**config.mk**
```make
export PLATFORM = sky130hd
export DESIGN_NAME = esdi_drive_cmd_responder
export DESIGN_NICKNAME = d
export VERILOG_FILES = /design/src/rtl/esdi_pkg.sv /design/src/rtl/esdi_sync2.sv /design/src/rtl/esdi_drive_cmd_responder.sv
export SDC_FILE = /design/constraint.sdc
export NUM_CORES = 1
export LEC_CHECK = 0
export ABC_AREA = 1
export BUFFER_PORTS_ARGS = -buffer_cell sky130_fd_sc_hd__buf_2
export CAP_MARGIN = 20
export CORE_UTILIZATION = 55
export CTS_CLUSTER_SIZE = 40
export DETAILED_ROUTE_END_ITERATION = 10
export GPL_TIMING_DRIVEN = 0
export PLACE_DENSITY = 0.75
export SYNTH_ARGS = -nofsm -noshare
export SYNTH_HDL_FRONTEND = slang
export SYNTH_HIERARCHICAL = 1
export SYNTH_SLANG_ARGS = --single-unit
```
**constraint.sdc**
```tcl
create_clock -name csr_aclk -period 2.1 [get_ports csr_aclk]
set_input_delay 0.42 -clock csr_aclk [delete_from_list [all_inputs] [get_ports csr_aclk]]
set_output_delay 0.42 -clock csr_aclk [all_outputs]
set_load 0.1 [all_outputs]
```
**src/rtl/esdi_pkg.sv**
```systemverilog
// Shared definitions for the ESDI drive-side serial command responder.
package esdi_pkg;

    localparam logic [3:0] OP_REQ_STATUS = 4'd2;
    localparam logic [3:0] OP_REQ_CONFIG = 4'd3;
    localparam int         WORD_BITS     = 17;

    typedef enum logic [2:0] {
        S_WREQ,
        S_SETUP,
        S_WREL,
        S_HOLD,
        S_RESP
    } state_t;

    typedef enum logic {
        PH_RX,
        PH_TX
    } phase_t;

    function automatic logic is_query(input logic [15:0] word);
        return (word[15:12] == OP_REQ_STATUS) || (word[15:12] == OP_REQ_CONFIG);
    endfunction

endpackage

```
**src/rtl/esdi_sync2.sv**
```systemverilog
// Two-flop synchroniser for asynchronous ESDI wire inputs; idles high like the bus.
module esdi_sync2 (
    input  logic csr_aclk,
    input  logic csr_aresetn,
    input  logic d,
    output logic q
);

    logic meta;

    always_ff @(posedge csr_aclk or negedge csr_aresetn) begin
        if (!csr_aresetn) begin
            meta <= 1'b1;
            q    <= 1'b1;
        end else begin
            meta <= d;
            q    <= meta;
        end
    end

endmodule

```
**src/rtl/esdi_drive_cmd_responder.sv**
```systemverilog
// Drive-side ESDI serial command responder: receives 17-bit host commands and
// serialises firmware-supplied status/config replies, all on a req/ack bit handshake.
module esdi_drive_cmd_responder
    import esdi_pkg::*;
#(
    parameter int DATA_SETUP  = 6,
    parameter int REL_DELAY   = 6,
    parameter int BIT_TIMEOUT = 1_000_000
) (
    input  logic        csr_aclk,
    input  logic        csr_aresetn,
    input  logic        esdi_transfer_req,
    input  logic        esdi_command_data,
    output logic        esdi_transfer_ack,
    output logic        esdi_confstat_data,
    output logic        esdi_command_complete,
    output logic        esdi_attention,
    output logic        cmd_valid,
    input  logic        cmd_ready,
    output logic [15:0] cmd_data,
    output logic        cmd_parity_err,
    input  logic        resp_valid,
    output logic        resp_ready,
    input  logic [15:0] resp_data,
    input  logic        cmd_done,
    input  logic        attn_req,
    output logic        err_timeout,
    output logic        err_overrun
);

    localparam int CNT_MAX = (BIT_TIMEOUT > DATA_SETUP)
                           ? ((BIT_TIMEOUT > REL_DELAY) ? BIT_TIMEOUT : REL_DELAY)
                           : ((DATA_SETUP > REL_DELAY) ? DATA_SETUP : REL_DELAY);
    localparam int CNT_W = $clog2(CNT_MAX + 1);

    localparam logic [CNT_W-1:0] SETUP_LAST = CNT_W'(DATA_SETUP - 1);
    localparam logic [CNT_W-1:0] REL_LAST   = CNT_W'(REL_DELAY - 1);
    localparam logic [CNT_W-1:0] TMO_LAST   = CNT_W'(BIT_TIMEOUT - 1);
    localparam logic [4:0]       LAST_BIT   = 5'(WORD_BITS);

    state_t           state;
    phase_t           phase;
    logic [CNT_W-1:0] cyc_cnt;
    logic [4:0]       bit_cnt;
    logic [16:0]      rx_shift;
    logic [16:0]      tx_shift;
    logic             req_s;
    logic             cmd_s;
    logic             rx_perr;
    logic             timeout_hit;

    esdi_sync2 u_sync_req (
        .csr_aclk    (csr_aclk),
        .csr_aresetn (csr_aresetn),
        .d           (esdi_transfer_req),
        .q           (req_s)
    );

    esdi_sync2 u_sync_cmd (
        .csr_aclk    (csr_aclk),
        .csr_aresetn (csr_aresetn),
        .d           (esdi_command_data),
        .q           (cmd_s)
    );

    assign rx_perr = ~^rx_shift;

    // Only a host stalled mid-word or a firmware that never replies can time out.
    always_comb begin
        timeout_hit = 1'b0;
        if (cyc_cnt == TMO_LAST) begin
            case (state)
                S_WREQ:  timeout_hit = (bit_cnt != '0) && (bit_cnt != LAST_BIT) && req_s;
                S_WREL:  timeout_hit = !req_s;
                S_RESP:  timeout_hit = !resp_valid;
                default: timeout_hit = 1'b0;
            endcase
        end
    end

    always_ff @(posedge csr_aclk or negedge csr_aresetn) begin
        if (!csr_aresetn) begin
            state                 <= S_WREQ;
            phase                 <= PH_RX;
            cyc_cnt               <= '0;
            bit_cnt               <= '0;
            rx_shift              <= '0;
            tx_shift              <= '0;
            esdi_transfer_ack     <= 1'b1;
            esdi_confstat_data    <= 1'b1;
            esdi_command_complete <= 1'b0;
            cmd_valid             <= 1'b0;
            cmd_data              <= '0;
            cmd_parity_err        <= 1'b0;
            resp_ready            <= 1'b0;
            err_timeout           <= 1'b0;
            err_overrun           <= 1'b0;
        end else begin
            err_timeout <= 1'b0;
            err_overrun <= 1'b0;
            cyc_cnt     <= cyc_cnt + CNT_W'(1);
            if (cmd_valid && cmd_ready)
                cmd_valid <= 1'b0;
            if (cmd_done && esdi_command_complete)
                esdi_command_complete <= 1'b0;

            if (timeout_hit) begin
                state              <= S_WREQ;
                phase              <= PH_RX;
                bit_cnt            <= '0;
                cyc_cnt            <= '0;
                esdi_transfer_ack  <= 1'b1;
                esdi_confstat_data <= 1'b1;
                resp_ready         <= 1'b0;
                err_timeout        <= 1'b1;
            end else begin
                case (state)
                    S_WREQ: begin
                        if (bit_cnt == LAST_BIT) begin
                            bit_cnt <= '0;
                            cyc_cnt <= '0;
                            if (phase == PH_TX) begin
                                esdi_confstat_data    <= 1'b1;
                                esdi_command_complete <= 1'b0;
                                phase                 <= PH_RX;
                            end else if (cmd_valid && !cmd_ready) begin
                                err_overrun <= 1'b1;
                            end else begin
                                cmd_valid      <= 1'b1;
                                cmd_data       <= rx_shift[16:1];
                                cmd_parity_err <= rx_perr;
                                if (is_query(rx_shift[16:1]) && !rx_perr) begin
                                    state      <= S_RESP;
                                    resp_ready <= 1'b1;
                                end
                            end
                        end else if (!req_s) begin
                            state   <= S_SETUP;
                            cyc_cnt <= '0;
                            if (phase == PH_TX) begin
                                esdi_confstat_data <= ~tx_shift[16];
                                tx_shift           <= {tx_shift[15:0], 1'b0};
                            end else begin
                                // Command data is active-low on the wire.
                                rx_shift <= {rx_shift[15:0], ~cmd_s};
                                if (bit_cnt == '0)
                                    esdi_command_complete <= 1'b1;
                            end
                        end else if (bit_cnt == '0) begin
                            cyc_cnt <= '0;
                        end
                    end
                    S_SETUP: begin
                        if (cyc_cnt == SETUP_LAST) begin
                            esdi_transfer_ack <= 1'b0;
                            state             <= S_WREL;
                            cyc_cnt           <= '0;
                        end
                    end
                    S_WREL: begin
                        if (req_s) begin
                            state   <= S_HOLD;
                            cyc_cnt <= '0;
                        end
                    end
                    S_HOLD: begin
                        if (cyc_cnt == REL_LAST) begin
                            esdi_transfer_ack <= 1'b1;
                            bit_cnt           <= bit_cnt + 5'd1;
                            state             <= S_WREQ;
                            cyc_cnt           <= '0;
                        end
                    end
                    S_RESP: begin
                        if (resp_valid) begin
                            tx_shift   <= {resp_data, ~^resp_data};
                            phase      <= PH_TX;
                            resp_ready <= 1'b0;
                            state      <= S_WREQ;
                            cyc_cnt    <= '0;
                        end
                    end
                    default: begin
                        state   <= S_WREQ;
                        cyc_cnt <= '0;
                    end
                endcase
            end
        end
    end

    always_ff @(posedge csr_aclk or negedge csr_aresetn) begin
        if (!csr_aresetn)
            esdi_attention <= 1'b1;
        else
            esdi_attention <= ~attn_req;
    end

endmodule

```
# ---- Yosys cells after proc, flatten, opt, wreduce, memory -nomap -nowiden
# Index checks and enable logic that the tools add are counted.
dict set report classes {
  n_addsub 2
  n_mul 0
  div 0
  n_lt_le_gt_ge 0
  eq_ne 28
  shifts 0
  mux 71
  n_bitwise 8
  reduce_logical 32
}
# op n
set op_table {}
lappend op_table {{$mux W20} 7}
lappend op_table {{$pmux W20 S4} 1}
lappend op_table {{$mux W17} 4}
lappend op_table {{$mux W1} 39}
lappend op_table {{$pmux W17 S2} 1}
lappend op_table {{$mux W3} 10}
lappend op_table {{$ne A3 B3 Y1 const B} 9}
lappend op_table {{$add A20 B1 Y20 const B} 1}
lappend op_table {{$eq A20 B20 Y1 const B} 1}
lappend op_table {{$eq A20 B3 Y1 const B} 1}
lappend op_table {{$reduce_xnor A17 Y1} 1}
lappend op_table {{$ne A4 B4 Y1 const B} 4}
lappend op_table {{$reduce_xnor A16 Y1} 1}
lappend op_table {{$mux W5} 3}
lappend op_table {{$pmux W3 S5} 1}
lappend op_table {{$reduce_and A6 Y1} 2}
lappend op_table {{$reduce_bool A3 Y1} 4}
lappend op_table {{$pmux W5 S2} 1}
lappend op_table {{$reduce_and A5 Y1} 2}
lappend op_table {{$reduce_and A3 Y1} 3}
lappend op_table {{$eq A4 B2 Y1 const B} 2}
lappend op_table {{$ne A2 B2 Y1 const B} 4}
lappend op_table {{$not A1 Y1} 8}
lappend op_table {{$reduce_and A8 Y1} 1}
lappend op_table {{18 further kinds} 30}
dict set report word_totals {
  regBits 92
  latch_bits 0
  mem_bits_rw 0
  rom_bits 0
  in_bits 24
  output_inout_bits 25
  word_cells 161
  mem_count 0
}

# ---- Longest topological paths before layout
# Gate-level depths: netlist (run 1).
dict set report logic_depth {
  depth_word 9
  ltp_mapped 14
  ltp_nobuf 14
}

# ---- By module
# Netlist (run 1), hierarchy kept.
# mod instances cells_each area_each_um2 seq_area_each_um2
set modules_own_cells {}
lappend modules_own_cells {esdi_drive_cmd_responder 1 569 4679.5 2205.9}
lappend modules_own_cells {esdi_sync2 2 2 52.6 52.6}

# ---- Worst setup path after synthesis (run 1)
# OpenSTA, ideal clock, no wires.
dict set report synth_timing {
  path_type {register to register}
  from {register cmd_valid}
  to {register state[2]}
  setup_time_ps 78
  arrival_time_ps 1799
  t_required_ps 2022
  setup_slack_ps 223
  stages_incl_launch_ff 10
  n_path_buf 0
  period_less_slack_ps 1877
  cell_sequence {dfrtp_1 -> inv_1 -> nor2_1 -> inv_1 -> nor3_1 -> nor2_1 -> nand2_1 -> nand2_1 -> nand2_1 -> a21boi_1}
}
dict set report synth_via {
  elab_chain_cells 3
}
# element line_no
set synth_rtl {}
lappend synth_rtl {{from (decl)} esdi_drive_cmd_responder.sv:18} ;# output logic cmd_valid,
lappend synth_rtl {{from (signal assigned)} esdi_drive_cmd_responder.sv:92} ;# cmd_valid <= 1'b0;
lappend synth_rtl {{from (signal assigned)} esdi_drive_cmd_responder.sv:103} ;# cmd_valid <= 1'b0;
lappend synth_rtl {{from (signal assigned)} esdi_drive_cmd_responder.sv:129} ;# cmd_valid <= 1'b1;
lappend synth_rtl {{$logic_and A1 B1 Y1} esdi_drive_cmd_responder.sv:126} ;# end else if (cmd_valid && !cmd_ready) begin
lappend synth_rtl {{$ne A4 B4 Y1 (no source line)} --}
lappend synth_rtl {{$reduce_and A8 Y1 (no source line)} --}
lappend synth_rtl {{to (signal assigned)} esdi_drive_cmd_responder.sv:133} ;# state <= S_RESP;
lappend synth_rtl {{to (signal assigned)} esdi_drive_cmd_responder.sv:138} ;# state <= S_SETUP;
lappend synth_rtl {{to (signal assigned)} esdi_drive_cmd_responder.sv:156} ;# state <= S_WREL;
lappend synth_rtl {{to (decl)} esdi_drive_cmd_responder.sv:41} ;# state_t state;
# Every way passes these cells.
# A chain may end at the register's enable or synchronous reset.

# ---- Worst setup path in the final report (run 1)
dict set report layout_timing {
  from {register bit_cnt[0]}
  to {register rx_shift[8]}
}
dict set report layout_via {
  elab_chain_cells 7
  elab_cells_between_ends 10
  classes_between {eq/ne: 2; mux: 2; bitwise: 2; reduce/logical: 4}
}
# element line_no
set layout_rtl {}
lappend layout_rtl {{from (decl)} esdi_drive_cmd_responder.sv:44} ;# logic [4:0] bit_cnt;
lappend layout_rtl {{from (signal assigned)} esdi_drive_cmd_responder.sv:169} ;# bit_cnt <= bit_cnt + 5'd1;
lappend layout_rtl {{$ne A5 B5 Y1 or $reduce_bool A5 Y1 (tied branches)} esdi_drive_cmd_responder.sv:73} ;# S_WREQ: timeout_hit = (bit_cnt != '0) && (bit_cnt != LAST_BIT) && req_s;
lappend layout_rtl {{$logic_and A1 B1 Y1 (2 in series)} esdi_drive_cmd_responder.sv:73}
lappend layout_rtl {{$pmux W1 S3} esdi_drive_cmd_responder.sv:72} ;# case (state)
lappend layout_rtl {{$mux W1} esdi_drive_cmd_responder.sv:71} ;# if (cyc_cnt == TMO_LAST) begin
lappend layout_rtl {{$not A1 Y1 (no source line)} --}
lappend layout_rtl {{$reduce_and A5 Y1 (no source line) (*)} --}
lappend layout_rtl {{to (signal assigned)} esdi_drive_cmd_responder.sv:145} ;# rx_shift <= {rx_shift[15:0], ~cmd_s};
lappend layout_rtl {{to (decl)} esdi_drive_cmd_responder.sv:45} ;# logic [16:0] rx_shift;
# Every way passes the cells marked *; elsewhere a longest branch is shown, timed or not.

==> results of run 1 <==
-- power groups by stage --
stage / clock, mW / sequential [mW] / combinational [mW]
6_report: 1.15 / 2.31 / 2.09
2_1_floorplan: 0 / 2.79 / 1.19
3_5_place_dp: 0 / 2.34 / 2.10
5_1_grt: 1.26 / 2.35 / 2.33
3_3_place_gp: 0 / 2.33 / 2.04
4_1_cts: 1.19 / 2.31 / 2.11
-- final cells by class --
type / count / area [um^2] / area share [%]
sequential: 92 / 2310 / 43.0
multi-input combinational: 392 / 2110 / 39.3
inverter: 76 / 285 / 5.30
timing repair buffer: 49 / 270 / 5.02
clock buffer: 10 / 138 / 2.56
tap: 105 / 131 / 2.44
buffer: 13 / 78.8 / 1.47
clock inverter: 6 / 53.8 / 1.00
-- sequential cells by signal, indices dropped and copies added (netlist names), 3 cells and up --
name and flops:
tx_shift 17, cmd_data 16, bit_cnt 5, cyc_cnt 20, state 3, rx_shift 17
-- stage by stage --
| stage | setup TNS (ps) | power [mW] | worst slack [ps] | util, % |
|---|---|---|---|---|
| finish | 0 | 5.56 | 206 | 64.8 |
| CTS | 0 | 5.61 | 102 | 64.8 |
| global route | 0 | 5.94 | 43.0 | 64.8 |
| global placement | -19700 | 4.37 | -237 | 62.1 |
| detailed placement | 0 | 4.45 | 141 | 62.5 |
| floorplan | 0 | 3.99 | 223 | - |
-- cell usage in the layout (no fill, tap or decap), types with 2 or more instances in the layout --
cell type / count
dfstp_2: 7
buf_4: 2
o31ai_1: 5
clkbuf_8: 10
o211ai_1: 14
nand2_1: 138
nand3_2: 6
nand3b_1: 2
nor2_1: 57
nand4_1: 3
o21ai_1: 19
nor2_2: 6
buf_2: 54
o21ai_0: 38
nand3_1: 33
dfrtp_1: 85
ha_1: 5
inv_2: 8
nor3_1: 6
clkbuf_2: 2
buf_6: 2
nor2_4: 4
xor2_1: 22
xnor2_1: 17
nand2_2: 2
inv_1: 68
a21oi_1: 5
inv_6: 3
-- metal layers --
layer | vias to the layer above | share of wire, % | track usage, %
met1 | 1765 | 47 | 29.6
li1 | 1947 | - | -
met2 | 57 | 49 | 39.3
met5 | - | 0 | 0
met4 | 0 | 0.99 | 7.20
met3 | 7 | 3.1 | 3.99
-- worst register-to-register path: cells and delay by family, from the launching register on --
| kind | cells | cell delay (ps) |
|---|---|---|
| compound gates | 1 | 80 |
| fa+ha+maj | 1 | 240 |
| buf+inv | 2 | 380 |
| flops | 1 | 440 |
| simple gates | 4 | 640 |
-- final timing paths --
kind,endpoint
worst max register to register,rx_shift[8]
worst max-delay path,rx_shift[8]
max in group asynchronous,esdi_confstat_data
worst min register to register,u_sync_req/q
min in group csr_aclk,u_sync_cmd/meta
worst min-delay path,cmd_data[9]
-- synthesized netlist by cell type, types with 4 or more instances --
master,n
nand2_1,138
dfrtp_1,85
inv_1,68
nor2_1,57
o21ai_0,38
nand3_1,33
xor2_1,22
o21ai_1,19
xnor2_1,17
o211ai_1,14
inv_2,8
buf_2,7
dfstp_2,7
nand3_2,6
nor2_2,6
nor3_1,6
a21oi_1,5
ha_1,5
o31ai_1,5
nor2_4,4
-- logic make-up (layout without fill, tap and decap cells) --
group	Yosys count	in the layout
compound gates	86	86
flops	92	92
fa+ha+maj	5	5
simple gates	262	262
buf+inv	89	154
xor+xnor	39	39
-- repair_timing --
| item | 4_1_cts | 5_1_grt |
|---|---|---|
| hold buffers | 0 | 0 |
| endpoints found under the setup margin | 0 | 17 |
| resized for setup | 0 | 4 |
| setup buffers | 0 | 0 |
==> reports/results.tsv, run 1 <==
metric	value	unit
most area-consuming cells after synthesis	dfrtp_1 44%, nand2_1 11%, inv_1 5.3%, nor2_1 4.5%, xor2_1 4.0%	
Psw	2.38	mW
Power Density	1030	nW/um^2
drt first pass iters	5	
Avg Inst Size Synth	8.35	um^2
GRT Residual Overflow	0	
Slew HR	66.9	%
Largest stage delay, worst path	440	ps
fin area	5380	um^2
Worst EP arrival	2130	ps
Row Count	33	
TritonCTS clock tree	done	
P&R area growth vs syn	12.4	%
R2R depth	8	
maximum capacitance violations	0	
Buffers on Ports	48	
fraction of registers with async set/reset	100	%
initial antenna violation count	0	
Detail Placement HPWL	7130	um
simple-gate portion of the synthesized area	24.8	%
share of power burned in combinational logic	37.7	%
EDFF count, synth	0	
Reg-to-Reg Start	bit_cnt[0]	
drt initial violations	184	
antenna cells	0	
Synthesis Warnings	6	
Setup crit start	bit_cnt[0]	
Synth Area in Adders	1.31	%
Final min period	1890	ps
CP Launch Type	flop	
top-area cell type share of the netlist area	44.5	%
critical path, cell by cell	ha_1, nand3_2, inv_1, nor2_1, nand3_1, buf_2, nand2_1, o21ai_0	
Synth cell types	36	
compound-gate portion of the synthesized area	10.9	%
IO Pins	49	
first-pass GRT wire length	16200	um
average via count per standard cell	5.08	
worst skew pair latency	360	ps
LEAKAGE	2.64	nW
WP buf/inv	2	
pin slew with the least headroom to its limit	499	ps
xor/xnor share of the synthesized area	7.14	%
status	finished with violations	
final wirelength	9390	um
H-Tree Depth	3	
CP Max Fanout	10	
routed len/inst	12.6	um
Hold WS	-6.38	ps
unrepaired setup endpoints after global routing	no	
Global Route Usage Sum	23.0	%
core box area	8300	um^2
NumNets Final	662	
Initial Util	57.7	%
critical path required time	2330	ps
clock skew	17.0	ps
clock-pin slew on the worst setup and hold paths	110	ps
CTS Buf Count	9	
Yosys reg bits	92	
register share of total power	41.6	%
Root Buffer	clkbuf_8	
DRC	0	
Post-Syn Instances	573	
routability congestion estimate	0.872	
die area	9080	um^2
Num Clock Sinks	92	
share of cells above drive strength 1	18.3	%
Slew Viols, Final	0	
switch share	42.9	%
area of the mapped netlist	4780	um^2
prevailing post-synth register cell	dfrtp_1	
WS Path Type	reg -> reg	
Fill cells	726	
largest area contributor in the netlist	dfrtp_1	
Int Power	3.17	mW
via count	3776	
Seq/Total Area, Yosys	48.3	%
Post-Syn Nets	602	
power share of the clock group	20.8	%
vias in the first global route	3709	
CP Depth	8	
mux contribution to synthesized area	0	%
CTS Buffer Depth	2	
Tcrit/Tclk final	90.2	%
Die H	95.3	um
CP endpoint kind	flop	
Routed Antenna Nets	0	
Placed Area	5190	um^2
Reg2Reg Setup Slack	210	ps
Final Hold Fails	3	
final setup violating endpoints	0	
placed cell count	727	
Worst Hold Class	in -> async	
f_max	528	MHz
maximum vdd drop	0.590	mV
Largest delay share family, worst path	simple AND/OR/NAND/NOR gates	
failing checks	negative hold slack	
largest net degree at the start of global routing	59	
slowest cell on the critical path	dfrtp_1	
post-route insts no fill	743	
die width	95.3	um
combinational family with the most area after synthesis	simple AND/OR/NAND/NOR gates	
Power figures use the tool's default switching activity.
==> run 2: changes to the inputs <==
--- a/config.mk
+++ b/config.mk
@@ -5,14 +5,14 @@
 export SDC_FILE = /design/constraint.sdc
 export NUM_CORES = 1
 export LEC_CHECK = 0
-export ABC_AREA = 1
+export ABC_AREA = 0
 export BUFFER_PORTS_ARGS = -buffer_cell sky130_fd_sc_hd__buf_2
 export CAP_MARGIN = 20
 export CORE_UTILIZATION = 55
 export CTS_CLUSTER_SIZE = 40
 export DETAILED_ROUTE_END_ITERATION = 10
 export GPL_TIMING_DRIVEN = 0
-export PLACE_DENSITY = 0.75
+export PLACE_DENSITY = 0.76
 export SYNTH_ARGS = -nofsm -noshare
 export SYNTH_HDL_FRONTEND = slang
 export SYNTH_HIERARCHICAL = 1
==> run 2 against run 1 <==
Against the previous run:
- the flow finishes with violations (negative setup slack)
- combinational power shrank 6%
- register-to-register slack worse by 480 ps
- synthesized cell count is 32% lower
- highest routed layer unchanged
- critical endpoint is now esdi_transfer_ack
- utilization up 3.2 points
- via count shrank 17%
- clock power is 4% higher
- clock-buffer cell count shrank 1
- setup slack lost 480 ps
- wire length decreased by 8.8%
==> reports/results.tsv, run 2 <==
metric	value	unit	change
Power Density	1020	nW/um^2	was 1030 nW/um^2
top flop regs	cyc_cnt: 20 flops, rx_shift: 17 flops, tx_shift: 17 flops		unchanged
average via count per standard cell	5.48		was 5.08
DRC	0		unchanged
Avg Inst Size Synth	11.2	um^2	was 8.35 um^2
Setup TNS Final	-6660	ps	was 0 ps
critical path required time	2390	ps	was 2330 ps
P&R area growth vs syn	19.7	%	was 12.4%
R2R depth	7		was 8
switch share	37.4	%	was 42.9%
maximum vdd drop	0.637	mV	was 0.590 mV
Seq/Total Area, Yosys	52.6	%	was 48.3%
fin area	5260	um^2	was 5380 um^2
via count	3152		was 3776
share of power burned in combinational logic	36.4	%	was 37.7%
fraction of registers with async set/reset	100	%	unchanged
top-area cell type share of the netlist area	48.4	%	was 44.5%
WS Path Type	reg -> reg		unchanged
Num Clock Sinks	92		unchanged
IO Pins	49		unchanged
Placed Area	4810	um^2	was 5190 um^2
Biggest register	cyc_cnt		unchanged
Final min period	2370	ps	was 1890 ps
Worst Hold Class	in -> async		unchanged
CTS Buf Count	9		unchanged
Row Count	32		was 33
Int Power	3.37	mW	was 3.17 mW
Multi-input gate area	2080	um^2	was 2110 um^2
LEAKAGE	2.41	nW	was 2.64 nW
Psw	2.01	mW	was 2.38 mW
CP Launch Type	flop		unchanged
drt initial violations	136		was 184
status	finished with violations		unchanged
drt first pass iters	4		was 5
largest area contributor in the netlist	dfrtp_1		unchanged
Root Buffer	clkbuf_8		unchanged
max reg flops	20		unchanged
Global Route Usage Sum	22.3	%	was 23.0%
count leader, synth	dfrtp_1		was nand2_1
initial antenna violation count	0		unchanged
pin slew with the least headroom to its limit	564	ps	was 499 ps
first-pass GRT wire length	14700	um	was 16200 um
NumNets Final	497		was 662
worst slack, placed	-747	ps	was 141 ps
most area-consuming cells after synthesis	dfrtp_1 48%, mux2_2 8.5%, xnor2_1 6.6%, dfstp_2 4.2%, mux2i_1 3.6%		was dfrtp_1 44%, nand2_1 11%, inv_1 5.3%, nor2_1 4.5%, xor2_1 4.0%
Storage cell area	2310	um^2	about the same
Initial Util	56.8	%	was 57.7%
final worst slack	-274	ps	was 206 ps
die area	8350	um^2	was 9080 um^2
Synthesis Warnings	6		unchanged
Post-Syn Nets	421		was 602
TritonCTS clock tree	done		unchanged
CP Max Fanout	7		was 10
Yosys reg bits	92		unchanged
power share of the clock group	22.3	%	was 20.8%
Synth cell types	51		was 36
CP endpoint kind	flop		unchanged
Detail Placement HPWL	5770	um	was 7130 um
area of the mapped netlist	4390	um^2	was 4780 um^2
f_max	421	MHz	was 528 MHz
largest net degree at the start of global routing	59		unchanged
Worst EP arrival	2660	ps	was 2130 ps
H-Tree Depth	3		unchanged
Synth top cells by count	85 x dfrtp_1, 37 x nor2_1, 34 x nand2_1, 33 x mux2_2, 33 x xnor2_1		was 138 x nand2_1, 85 x dfrtp_1, 68 x inv_1, 57 x nor2_1, 38 x o21ai_0
final wirelength	8570	um	was 9390 um
maximum capacitance violations	0		unchanged
routed len/inst	14.9	um	was 12.6 um
GRT Residual Overflow	0		unchanged
clock skew	10.0	ps	was 17.0 ps
core box area	7730	um^2	was 8300 um^2
register share of total power	41.4	%	was 41.6%
worst skew pair latency	360	ps	about the same
CTS Buffer Depth	2		unchanged
Reg2Reg Setup Slack	-270	ps	was 210 ps
EDFF count, synth	0		unchanged
routability congestion estimate	0.862		was 0.872
failing checks	negative setup slack		was negative hold slack
prevailing post-synth register cell	dfrtp_1		unchanged
Final Hold Fails	0		was 3
antenna cells	0		unchanged
commonest non-fill, non-tap cell in the layout	dfrtp_1		was nand2_1
final setup violating endpoints	32		was 0
unrepaired setup endpoints after global routing	yes		was no
Post-Syn Instances	392		was 573
vias in the first global route	3120		was 3709
Slew Viols, Final	0		unchanged
Die H	91.4	um	was 95.3 um
Slew HR	62.1	%	was 66.9%
hold-fix buffers at CTS	0		unchanged
Routed Antenna Nets	0		unchanged
Buffers on Ports	48		unchanged
most frequent cells in the layout	83 x dfrtp_1, 50 x buf_2, 36 x nor2_1		was 138 x nand2_1, 85 x dfrtp_1, 68 x inv_1
Tcrit/Tclk final	113	%	was 90.2%
Fill cells	603		was 726
share of cells above drive strength 1	34.0	%	was 18.3%
clock-pin slew on the worst setup and hold paths	90	ps	was 110 ps
die width	91.4	um	was 95.3 um
## run 2: cell types whose count changed after synthesis, sizes merged, moves of 16 or more
cell	change
o21ai	-36
nor2	-31
mux2	+33
mux2i	+16
nand3	-29
xnor2	+16
inv	-66
nand2	-106
## run 2: cell families after synthesis
group	Yosys count	share of synthesized area [%]
XOR/XNOR	49	10.1
adder cells (fa/ha/maj)	5	1.42
flip-flops	92	52.6
buffers and inverters	24	2.11
AO/OA/AOI/OAI	46	7.04
multiplexers	49	12.1
AND/OR/NAND/NOR	127	14.6
## run 2: worst paths after layout
kind,to,start
min,cyc_cnt[7],csr_aresetn
max in group asynchronous,esdi_confstat_data,csr_aresetn
max reg2reg,esdi_transfer_ack,state[1]
max,esdi_transfer_ack,state[1]
min reg2reg,u_sync_req/q,u_sync_req/meta
min in group csr_aclk,u_sync_cmd/meta,esdi_command_data
## run 2: power by group through the flow
stage	clock [mW]	combinational [mW]	sequential, mW
final	1.20	1.96	2.22
after global routing	1.28	2.10	2.25
after CTS	1.22	1.92	2.22
after detailed placement	0	1.68	2.24
after global placement	0	1.64	2.23
after floorplan	0	1.03	2.50
## run 2: per-stage QoR
stage	power (mW)	hold WS, ps	utilization, %	instances
finish	5.38	14.9	68.0	575
global route	5.64	51.5	68.0	575
CTS	5.36	29.1	67.6	574
detailed placement	3.92	347	62.2	543
global placement	3.88	347	61.9	542
floorplan	3.53	124	-	392
## run 2: layout make-up
cell class | instances | area share (%)
plain buffers | 12 | 1.59
clock inverters | 7 | 1.48
clock buffers | 9 | 2.36
flip-flops and latches | 92 | 44.0
multi-input cells | 276 | 39.6
repair buffers | 67 | 7.78
well taps | 102 | 2.43
inverters | 10 | 0.714
## run 2: per-layer routing
layer | vias up | wire length [um] | global-route usage [%]
li1 | 1511 | - | -
met1 | 1564 | 4020 | 30.1
met2 | 64 | 4130 | 35.5
met3 | 13 | 294 | 4.94
met4 | 0 | 123 | 8.33
met5 | - | 0 | 0
## run 2: critical path, stage by stage, from the launching register on
cell and delay (ps):
dfrtp_1 410, or3_4 410, or4b_4 550, a2111oi_4 290
buf_4 200, o21bai_4 150, nand2_2 70, a211o_1 240
## run 2: timing repair
action,CTS,global route
gates resized for setup,27,29
setup endpoints to repair,85,58
setup buffers,16,1
gates cloned,1,0
pin swaps,7,6
